**src/rtl/flit_buffer.sv**
```systemverilog
// Flit FIFO: a flit pushed into an empty buffer appears on OUT one cycle later.
// IN_READY comes only from registered occupancy and FLUSH; drop/accept counters.
module flit_buffer #(
   parameter int W_FLIT = 8,
   parameter int W_DIR  = 5,
   parameter int DEPTH  = 4,
   parameter int W_CNT  = 8
) (
   input  logic                     CLK,
   input  logic                     RST_X,
   input  logic [W_FLIT-1:0]        IN,
   output logic                     IN_READY,
   input  logic                     FLUSH,
   output logic [W_FLIT-1:0]        OUT,
   output logic [W_DIR-1:0]         OUT_DIR,
   input  logic                     OUT_READY,
   output logic [$clog2(DEPTH):0]   LEVEL,
   output logic [1:0]               STATE,
   output logic [W_CNT-1:0]         CNT,
   output logic [W_CNT-1:0]         DROP
);

   localparam int W_PTR = $clog2(DEPTH);
   localparam int W_LVL = W_PTR + 1;
   localparam logic [W_LVL-1:0] C_FULL = W_LVL'(DEPTH);

   localparam logic [1:0] S_EMPTY  = 2'd0;
   localparam logic [1:0] S_ACTIVE = 2'd1;
   localparam logic [1:0] S_FULL   = 2'd2;

   logic [W_FLIT-1:0] r_mem [DEPTH];
   logic [W_PTR-1:0]  r_wptr;
   logic [W_PTR-1:0]  r_rptr;
   logic [W_LVL-1:0]  r_level;
   logic [1:0]        r_state;
   logic              r_ready_en;
   logic [W_CNT-1:0]  r_cnt;
   logic [W_CNT-1:0]  r_drop;

   logic [W_LVL-1:0]  w_level_nxt;
   logic [1:0]        w_state_nxt;
   logic              w_offer;
   logic              w_push;
   logic              w_pop;

   assign w_offer  = IN[W_FLIT-1];
   // r_ready_en keeps IN_READY low until the first edge after reset release
   assign IN_READY = r_ready_en & (r_level != C_FULL) & ~FLUSH;
   assign w_push   = w_offer & IN_READY;

   assign OUT      = (r_level != '0) ? r_mem[r_rptr] : '0;
   assign OUT_DIR  = OUT[W_FLIT-2 -: W_DIR];
   assign w_pop    = OUT[W_FLIT-1] & OUT_READY & ~FLUSH;

   assign LEVEL    = r_level;
   assign STATE    = r_state;
   assign CNT      = r_cnt;
   assign DROP     = r_drop;

   always_comb begin
      w_level_nxt = r_level;
      if (FLUSH)
         w_level_nxt = '0;
      else if (w_push && !w_pop)
         w_level_nxt = r_level + W_LVL'(1);
      else if (w_pop && !w_push)
         w_level_nxt = r_level - W_LVL'(1);
   end

   always_comb begin
      w_state_nxt = r_state;
      case (r_state)
         S_EMPTY:  if (w_push) w_state_nxt = S_ACTIVE;
         S_ACTIVE: begin
            if (w_level_nxt == C_FULL)
               w_state_nxt = S_FULL;
            else if (w_level_nxt == '0)
               w_state_nxt = S_EMPTY;
         end
         S_FULL:   if (w_pop) w_state_nxt = S_ACTIVE;
         default:  w_state_nxt = S_EMPTY;
      endcase
      if (FLUSH)
         w_state_nxt = S_EMPTY;
   end

   always_ff @(posedge CLK or negedge RST_X) begin
      if (!RST_X) begin
         r_wptr     <= '0;
         r_rptr     <= '0;
         r_level    <= '0;
         r_state    <= S_EMPTY;
         r_ready_en <= 1'b0;
         r_cnt      <= '0;
         r_drop     <= '0;
      end else begin
         r_ready_en <= 1'b1;
         r_level    <= w_level_nxt;
         r_state    <= w_state_nxt;
         if (FLUSH) begin
            r_wptr <= '0;
            r_rptr <= '0;
         end else begin
            if (w_push) r_wptr <= r_wptr + W_PTR'(1);
            if (w_pop)  r_rptr <= r_rptr + W_PTR'(1);
         end
         if (w_push)
            r_cnt <= r_cnt + W_CNT'(1);
         if (w_offer && !IN_READY && (r_drop != '1))
            r_drop <= r_drop + W_CNT'(1);
      end
   end

   // Storage needs no reset: OUT is gated by r_level
   always_ff @(posedge CLK) begin
      if (w_push)
         r_mem[r_wptr] <= IN;
   end

endmodule

```
**config.mk**
```make
export PLATFORM = sky130hd
export DESIGN_NAME = flit_buffer
export DESIGN_NICKNAME = d
export VERILOG_FILES = /design/src/rtl/flit_buffer.sv
export SDC_FILE = /design/constraint.sdc
export NUM_CORES = 1
export LEC_CHECK = 0
export CAP_MARGIN = 20
export CORE_ASPECT_RATIO = 2
export CORE_MARGIN = 10
export CORE_UTILIZATION = 45
export DETAILED_ROUTE_END_ITERATION = 10
export PLACE_DENSITY = 0.7
export RECOVER_POWER = 50
export SLEW_MARGIN = 20
export SYNTH_ARGS = -nofsm -noshare
export SYNTH_HDL_FRONTEND = slang
export SYNTH_SLANG_ARGS = --single-unit
```
**constraint.sdc**
```tcl
create_clock -name CLK -period 4.4 [get_ports CLK]
set_clock_uncertainty 0.2 [all_clocks]
set_input_delay 0.66 -clock CLK [delete_from_list [all_inputs] [get_ports CLK]]
set_output_delay 0.66 -clock CLK [all_outputs]
set_load 0.1 [all_outputs]
```
==> impl_metrics.ini, run 1 <==
[floorplanning]
initial_core_util_pct = 46.46
die_h_um = 129.0
die_w_um = 74.52
ios = 47
row_count = 39
die_area_um2 = 9616
core_area_um2 = 5758

[layout]
fin_util_pct = 59.21
fillers = 483
num-nets-final = 258
fin_area_um2 = 3410
layout-drive-gt1-share_pct = 16.94
syn_to_final_growth_pct = 27.46
insertedDiodeCount = 0

[setup_path]
start_kind = input port
cp_max_fo = 12
cp.arrival_ns = 3.07
rr_worst_depth = 7
path_class = in -> reg
crit_required_ns = 4.44
crit_path_end_kind = flip-flop

[clocking]
cts_tree = done
path_clk_slew_ns = 0.05
cts_buffers = 9
cts-root-buf = clkbuf_16
clockBufferDepth = 2
h-tree-depth = 3
postCtsSetupBuffers = 0
clock-sinks = 58
cts.repair.resized = 0
holdBufCountCts = 0
worstSkewPairLatency_ns = 0.32

[timing]
period_minus_slack_ns = 3.029
slew_viol_final = 0
hold_viol_final = 0
tns_ns = 0
relSlewSlack_pct = 29.53
setup_violations = 0
tightest_slew_ns = 1.050
rsz0062_at_grt = false
post-route-period-util_pct = 68.84
fmax_mhz = 330.2

[routing]
wl_per_cell_um = 18.41
drtIter0Drc = 65
drt.antenna.violating_nets = 0
route.detailed.drc = 0
routed_wl_um = 5577
dr_total_vias = 1645
firstDrtPassIters = 4
via_per_inst = 5.429

[logic_synthesis]
avgSynthCellArea_um2 = 14.15
async_flop_share_pct = 44.83
yosys-top-cells-count = 32 x edfxtp_1, 26 x dfrtp_1, 13 x and2_1, 12 x xnor2_1, 11 x nand2_1
synth_area_leaders = edfxtp_1 36%, dfrtp_1 24%, mux4_2 6.7%, ha_1 4.2%, xnor2_1 3.9%
yosys.area_share.simple_pct = 11.79
synth_compound_area_share_pct = 5.145
synth-edff-count = 32
synth_cell_types = 43
yosys.area_share.adder_pct = 5.005
synth_mux_area_share_pct = 8.653
yosys_warnings = 0
mappedNetlistNets = 210
ys_seq_area_share_pct = 60.24
ys.flop_type = edfxtp_1
yosysMostFrequentCell = edfxtp_1
netlist_area_um2 = 2675
syn_inst = 189
synth_top_area_share_pct = 35.92
yosysTopAreaCell = edfxtp_1
synth_top_family_by_area = simple AND/OR/NAND/NOR gates
synth_seq_cells = 58
synth-xor-area-share_pct = 5.519

[status]
outcome = finished, final reports clean

[placement]
place_area_um2 = 3124
post-dp-hpwl_um = 4098
port_buffers = 46
place.gp.congestion = 0.7550

[pwr]
leakagePower_nw = 1.341
peakVddDrop_mv = 0.6660
power.density_nw_per_um2 = 778.8

[grt]
grt_antenna_before_repair = 0
grt_pass1_vias = 1853
grt_max_degree = 20
grt_pass1_wl_um = 9301
grt_usage_pct = 13.03
gr-total-overflow = 0

[min_path]
min_path_cells = 1
hold_path.class = reg -> reg

[run]
timing.max_cap.violations = 0
[metrics by stage]
stage | setup WS (ns) | hold slack [ns] | std cells | power, mW
after floorplan | 0.4506 | 0.1644 | 189 | 1.709
after global placement | 1.442 | 0.2610 | 287 | 1.956
after detailed placement | 1.386 | 0.2692 | 287 | 1.959
after CTS | 1.435 | 0.2779 | 303 | 2.698
after global routing | 1.118 | 0.3062 | 303 | 2.767
final | 1.371 | 0.2737 | 303 | 2.655
[worst max-delay path, stage by stage]
cell and delay, ns:
dlygate4sd3_1 0.82, nand2b_1 0.21, nor2_1 0.07, a311oi_1 0.84, and4_1 0.32, xor2_1 0.15
[power by group]
part / switching (mW) / internal [mW]
Clock: 0.230 / 0.491
Combinational: 0.932 / 0.276
Sequential: 0.0873 / 0.639
Total: 1.25 / 1.41
[registers in the layout, summed over array words and instances (netlist names)]
register    count
CNT             8
r_ready_en      1
DROP            8
r_rptr          2
STATE           2
r_mem          32
LEVEL           3
r_wptr          2
[layout by cell type, fill, tap and decap left out, drive strengths merged, types with 2 or more instances in the layout]
master	count
clkdlybuf4s50	21
dfrtp	26
nor2	5
and2	13
clkinv	4
mux2i	4
clkbuf	12
and3	6
mux4	8
a21oi	3
dlygate4sd3	11
xnor2	13
or3	2
a211oi	2
o21ai	2
nand3	4
nand4	6
maj3	2
buf	14
nand2	11
nand2b	3
bufinv	2
xor2	3
a311oi	2
inv	7
edfxtp	32
ha	9
nor2b	2
[logic make-up after synthesis]
logic type | count (synthesis)
multiplexers | 13
other | 1
adder cells (fa/ha/maj) | 11
AND/OR/NAND/NOR | 56
XOR/XNOR | 16
buffers and inverters | 18
flip-flops | 58
AO/OA/AOI/OAI | 16
[worst paths after layout]
check | from | endpoint | slack, ns
worst max-delay path | FLUSH | DROP[6]$_DFFE_PN0P_ | 1.37
worst min-delay path | CNT[7]$_DFFE_PN0P_ | CNT[7]$_DFFE_PN0P_ | 0.27
worst max register to register | LEVEL[1]$_DFF_PN0_ | DROP[6]$_DFFE_PN0P_ | 1.80
worst min register to register | CNT[7]$_DFFE_PN0P_ | CNT[7]$_DFFE_PN0P_ | 0.27
max in group asynchronous | RST_X | CNT[5]$_DFFE_PN0P_ | 2.46
min in group asynchronous | RST_X | r_rptr[1]$_DFFE_PN0P_ | 0.71
[routing by layer]
metal  up-vias  GRT usage, %  part of all wire (%)
met2        41         23.20                    57
met1       812         11.91                    35
met4         0         7.511                   2.3
met5         -             0                     0
li1        778             -                     -
met3        14         5.199                   5.6
[layout make-up]
| type | count | area, um^2 | share of cell area, % |
|---|---|---|---|
| timing repair buffer | 48 | 432.9 | 12.70 |
| sequential | 58 | 1612 | 47.27 |
| clock buffer | 10 | 229.0 | 6.716 |
| tap | 61 | 76.32 | 2.239 |
| multi-input combinational | 113 | 950.9 | 27.89 |
| inverter | 7 | 26.28 | 0.7706 |
| clock inverter | 6 | 82.58 | 2.422 |
Power figures use the tool's default switching activity.
==> run 2, diff against run 1 <==
--- a/config.mk
+++ b/config.mk
@@ -10,7 +10,7 @@
 export CORE_MARGIN = 10
 export CORE_UTILIZATION = 45
 export DETAILED_ROUTE_END_ITERATION = 10
-export PLACE_DENSITY = 0.7
+export PLACE_DENSITY = 0.73
 export RECOVER_POWER = 50
 export SLEW_MARGIN = 20
 export SYNTH_ARGS = -nofsm -noshare
==> constraint.sdc (replaced) <==
create_clock -name CLK -period 2.55 [get_ports CLK]
set_clock_uncertainty 0.2 [all_clocks]
set_input_delay 0.3825 -clock CLK [delete_from_list [all_inputs] [get_ports CLK]]
set_output_delay 0.3825 -clock CLK [all_outputs]
set_load 0.1 [all_outputs]
==> run 2 against run 1 <==
  * Clock power grew 47%
  * Hold slack lost 0.0024 ns
  * Wire length shrank 1.2%
  * Cell count grew 2.6%
  * Flip-flop and latch count is the same
  * Critical path depth shrank 2
  * Total power grew 75%
  * Cell area grew 3.9%
  * Worst setup slack lost 1.2 ns
  * Register-to-register slack lost 1.5 ns
  * Non-clock buffer count grew 8
  * Critical path type is now reg -> out
  * Largest cell class unchanged
==> impl_metrics.ini, run 2 (same netlist as run 1, synthesis figures left out) <==
[status]
outcome = finished, final reports clean

[timing]
tightest_slew_ns = 1.381
holdWs_ns = 0.2713
rsz0062_at_grt = false
post-route-period-util_pct = 93.58
setup_violations = 0
hold_viol_final = 0
relSlewSlack_pct = 7.955
fmax_mhz = 419.1
period_minus_slack_ns = 2.386
slew_viol_final = 0

[clocking]
h-tree-depth = 3
holdBufCountCts = 0
clock-sinks = 58
path_clk_slew_ns = 0.05
cts-root-buf = clkbuf_16
cts_tree = done
postCtsSetupBuffers = 0
clockBufferDepth = 2
cts.repair.resized = 0
worstSkewPairLatency_ns = 0.32
cts_buffers = 9

[setup_path]
path_class = reg -> out
cp_max_fo = 10
cp.arrival_ns = 1.80
max_stage_delay_ns = 0.51
r2r_start = LEVEL[0]$_DFF_PN0_
crit_start = r_rptr[0]$_DFFE_PN0P_
crit_required_ns = 1.97
crit_path_top_delay_cell = mux4_2
crit_path_cell_trace = buf_4 -> mux4_2 -> and2_2 -> buf_12
path_buf_inv = 2
crit_path_end_kind = output pin
start_kind = flip-flop
worst_path_dominant_cell_family = multiplexers

[grt]
use_met1_pct = 12.23
grt_usage_pct = 12.79
gr-total-overflow = 0
grt_use_met3_pct = 5.734
use_met2_pct = 22.38
grt_antenna_before_repair = 0
grt_max_degree = 27
grt_pass1_wl_um = 9259
grt_pass1_vias = 1842
gr-max-usage-layer = met2

[min_path]
hold_path.class = reg -> reg
holdCritStartpoint = CNT[7]$_DFFE_PN0P_

[layout]
fin_area_um2 = 3542
finalNonFillerCells = 311
largest_reg_flops = 32
final_cell_mix = 32 x edfxtp_1, 23 x dfrtp_1, 17 x clkbuf_1
final_common_cell = edfxtp_1
layout-drive-gt1-share_pct = 28.40
fin_util_pct = 61.52
syn_to_final_growth_pct = 32.41
fillers = 446
top_register = r_mem
num-nets-final = 266
insertedDiodeCount = 0

[routing]
via_per_inst = 5.386
wl_per_cell_um = 17.72
firstDrtPassIters = 4
route.detailed.drc = 0
dr_total_vias = 1675
drtIter0Drc = 68
drt.antenna.violating_nets = 0
routed_wl_um = 5511

[floorplanning]
initial_core_util_pct = 46.46
row_count = 39
die_h_um = 129.0
core_area_um2 = 5758
die_area_um2 = 9616
die_w_um = 74.52
ios = 47

[pwr]
power.density_nw_per_um2 = 1311
p_total_mw = 4.644
peakVddDrop_mv = 0.9490
leakagePower_nw = 1.387

[placement]
placed_cells = 295
place.gp.congestion = 0.8116
place_area_um2 = 3339
port_buffers = 46
post-dp-hpwl_um = 4247

[run]
timing.max_cap.violations = 0
-- run 2: cell count changes in the layout (fill, tap and decap cells not counted), moves of 3 or more --
cell and change:
and2_4 +5, clkdlybuf4s50_1 -19, buf_12 +14, and2_2 +3, and2_1 -8, dfrtp_1 -3
clkbuf_1 +14
-- run 2: final timing paths --
| path | slack [ns] | end | depth (start not counted) |
|---|---|---|---|
| max | 0.16 | OUT[0] | 4 |
| min | 0.27 | CNT[7]$_DFFE_PN0P_ | 1 |
| max reg2reg | 0.31 | r_mem[3][5]$_DFFE_PP_ | 6 |
| min reg2reg | 0.27 | CNT[7]$_DFFE_PN0P_ | 1 |
| max in group asynchronous | 0.47 | LEVEL[1]$_DFF_PN0_ | 2 |
| min in group asynchronous | 0.70 | r_ready_en$_DFF_PN0_ | 2 |
-- run 2: cell type report --
type | instances | area, um^2 | share of cell area (%)
Clock buffer | 9 | 225.2 | 6.358
Clock inverter | 7 | 46.29 | 1.307
Inverter | 7 | 26.28 | 0.7418
Multi-Input combinational cell | 113 | 993.5 | 28.05
Sequential cell | 58 | 1620 | 45.74
Tap cell | 61 | 76.32 | 2.155
Timing Repair Buffer | 56 | 554.3 | 15.65
-- run 2: layer usage --
| layer | part of all wire, % | vias to the layer above | wire length [um] |
|---|---|---|---|
| met5 | 0 | - | 0 |
| met4 | 2.5 | 0 | 138 |
| met3 | 7.4 | 12 | 408 |
| met2 | 56 | 47 | 3086 |
| met1 | 34 | 815 | 1877 |
| li1 | - | 801 | - |
-- run 2: metrics by stage --
| stage | worst slack (ns) | TNS [ns] |
|---|---|---|
| finish | 0.1637 | 0 |
| global route | 0.05585 | 0 |
| CTS | 0.1219 | 0 |
| detailed placement | 0.06028 | 0 |
| global placement | 0.1454 | 0 |
| floorplan | -0.1052 | -0.4166 |
-- run 2: report_power, final --
part / internal, mW / switching [mW] / total [mW]
Combinational: 0.661 / 1.68 / 2.34
Sequential: 1.11 / 0.133 / 1.24
Clock: 0.651 / 0.413 / 1.06
Total: 2.42 / 2.22 / 4.64
==> run 3, diff against run 2 <==
--- a/config.mk
+++ b/config.mk
@@ -8,10 +8,11 @@
 export CAP_MARGIN = 20
 export CORE_ASPECT_RATIO = 2
 export CORE_MARGIN = 10
-export CORE_UTILIZATION = 45
+export CORE_UTILIZATION = 47
 export DETAILED_ROUTE_END_ITERATION = 10
-export PLACE_DENSITY = 0.73
+export PLACE_DENSITY = 0.75
 export RECOVER_POWER = 50
+export REMOVE_ABC_BUFFERS = 1
 export SLEW_MARGIN = 20
 export SYNTH_ARGS = -nofsm -noshare
 export SYNTH_HDL_FRONTEND = slang
==> run 3 against run 2 <==
  * Clock-buffer cell count rose by 2
  * Utilization up 3.3 points
  * Flip-flop and latch count is the same
  * Global-route usage increased by 0.079 points
  * Critical endpoint is now OUT[2]
  * Fmax shrank 2.0%
  * Highest routed layer unchanged
  * Die area down 3.4%
  * Largest cell class unchanged
  * Sequential power barely moved
  * Cell area hardly changed
==> impl_metrics.ini, run 3 (same netlist as run 1, synthesis figures left out) <==
[grt]
grt_max_degree = 27
grt_pass1_vias = 1913
grt_usage_pct = 12.87
gr-total-overflow = 0
grt_antenna_before_repair = 0
grt_pass1_wl_um = 9335

[layout]
syn_to_final_growth_pct = 32.46
top_register = r_mem
insertedDiodeCount = 0
final_common_cell = edfxtp_1
fin_util_pct = 64.81
largest_reg_flops = 32
final_cell_mix = 32 x edfxtp_1, 26 x dfrtp_1, 19 x buf_4
layout-drive-gt1-share_pct = 29.73
num-nets-final = 275

[min_path]
hold_path.class = reg -> reg
holdCritStartpoint = CNT[7]$_DFFE_PN0P_
min_path_cells = 1
min_to = CNT[7]$_DFFE_PN0P_

[setup_path]
cp_max_fo = 8
worst-r2r-setup-slack_ns = 0.22
start_kind = flip-flop
cp.arrival_ns = 1.85
path_class = reg -> out
worstReg2RegEnd = r_mem[1][2]$_DFFE_PP_
rr_worst_depth = 7
crit_path_end_kind = output pin
r2r_start = LEVEL[1]$_DFF_PN0_
crit_required_ns = 1.97

[run]
timing.max_cap.violations = 0

[timing]
post-route-period-util_pct = 95.53
setup_slack_ns = 0.1139
rsz0062_at_grt = false
setup_violations = 0
slew_viol_final = 0
fmax_mhz = 410.5
tightest_slew_ns = 1.373
holdWs_ns = 0.2904
tns_ns = 0
hold_viol_final = 0
relSlewSlack_pct = 8.489
period_minus_slack_ns = 2.436

[pwr]
leakagePower_nw = 1.434
power.density_nw_per_um2 = 1257
p_total_mw = 4.455
peakVddDrop_mv = 1.257

[placement]
place.gp.congestion = 0.7655
post-dp-hpwl_um = 4297
port_buffers = 46
pre_cts_slack_ns = 0.1079

[clocking]
cts_tree = done
clockBufferDepth = 2
path_clk_slew_ns = 0.06
clock-sinks = 58
cts_buffers = 9
cts.repair.resized = 0
worstSkewPairLatency_ns = 0.33
postCtsSetupBuffers = 0
cts-root-buf = clkbuf_8
holdBufCountCts = 0
h-tree-depth = 3

[floorplanning]
core_area_um2 = 5468
die_w_um = 73.35
die_area_um2 = 9292
initial_core_util_pct = 48.92
row_count = 38
ios = 47
die_h_um = 126.7

[routing]
firstDrtPassIters = 4
dr_total_vias = 1722
wl_per_cell_um = 17.32
routed_wl_um = 5524
route.detailed.drc = 0
drt.antenna.violating_nets = 0
via_per_inst = 5.398
drtIter0Drc = 70

[status]
outcome = finished, final reports clean
==> run 3: changes by cell type in the layout (fill, tap and decap cells not counted), sizes merged <==
cell / before / now
clkbuf: 28 / 30
buf: 26 / 35
bufinv: 0 / 1
clkinv: 5 / 4
clkinvlp: 2 / 0
==> run 3: area by class of cell <==
class,count,area [um^2]
well taps,60,75.07
flip-flops and latches,58,1612
repair buffers,65,646.9
multi-input cells,113,979.7
fillers,416,1924
inverters,7,26.28
clock buffers,11,151.4
clock inverters,5,52.55
==> run 3: critical path: stages (launching register included) <==
cell and delay (ns):
dfrtp_1 0.41, buf_6 0.19, mux4_2 0.51, and2_1 0.23, buf_12 0.19
==> run 3: metrics by stage <==
step,instance area [um^2],instances
floorplan,2608,178
detailed placement,3386,303
finish,3543,319
CTS,3590,319
global placement,3386,303
global route,3543,319
==> run 3: routing by layer <==
layer,wire length (um),track usage (%),up-vias
met4,153,7.497,0
met3,376,4.918,9
li1,-,-,817
met1,1914,13.01,851
met5,0,0,-
met2,3079,21.50,45
==> run 3: worst max path at each step <==
stage | startpoint | end | slack [ns] | cells past startpoint
finish | r_rptr[0]$_DFFE_PN0P_ | OUT[2] | 0.11 | 4
global route | LEVEL[1]$_DFF_PN0_ | OUT_DIR[1] | 0.02 | 6
CTS | LEVEL[1]$_DFF_PN0_ | OUT_DIR[4] | 0.01 | 6
detailed placement | FLUSH | r_mem[1][2]$_DFFE_PP_ | 0.11 | 6
global placement | FLUSH | r_mem[1][6]$_DFFE_PP_ | 0.14 | 6
floorplan | LEVEL[0]$_DFF_PN0_ | DROP[6]$_DFFE_PN0P_ | -1.40 | 7
==> run 3: power by group <==
group,internal [mW],switching [mW]
combinational,0.680,1.70
clock,0.499,0.346
sequential,1.10,0.130
total,2.28,2.18
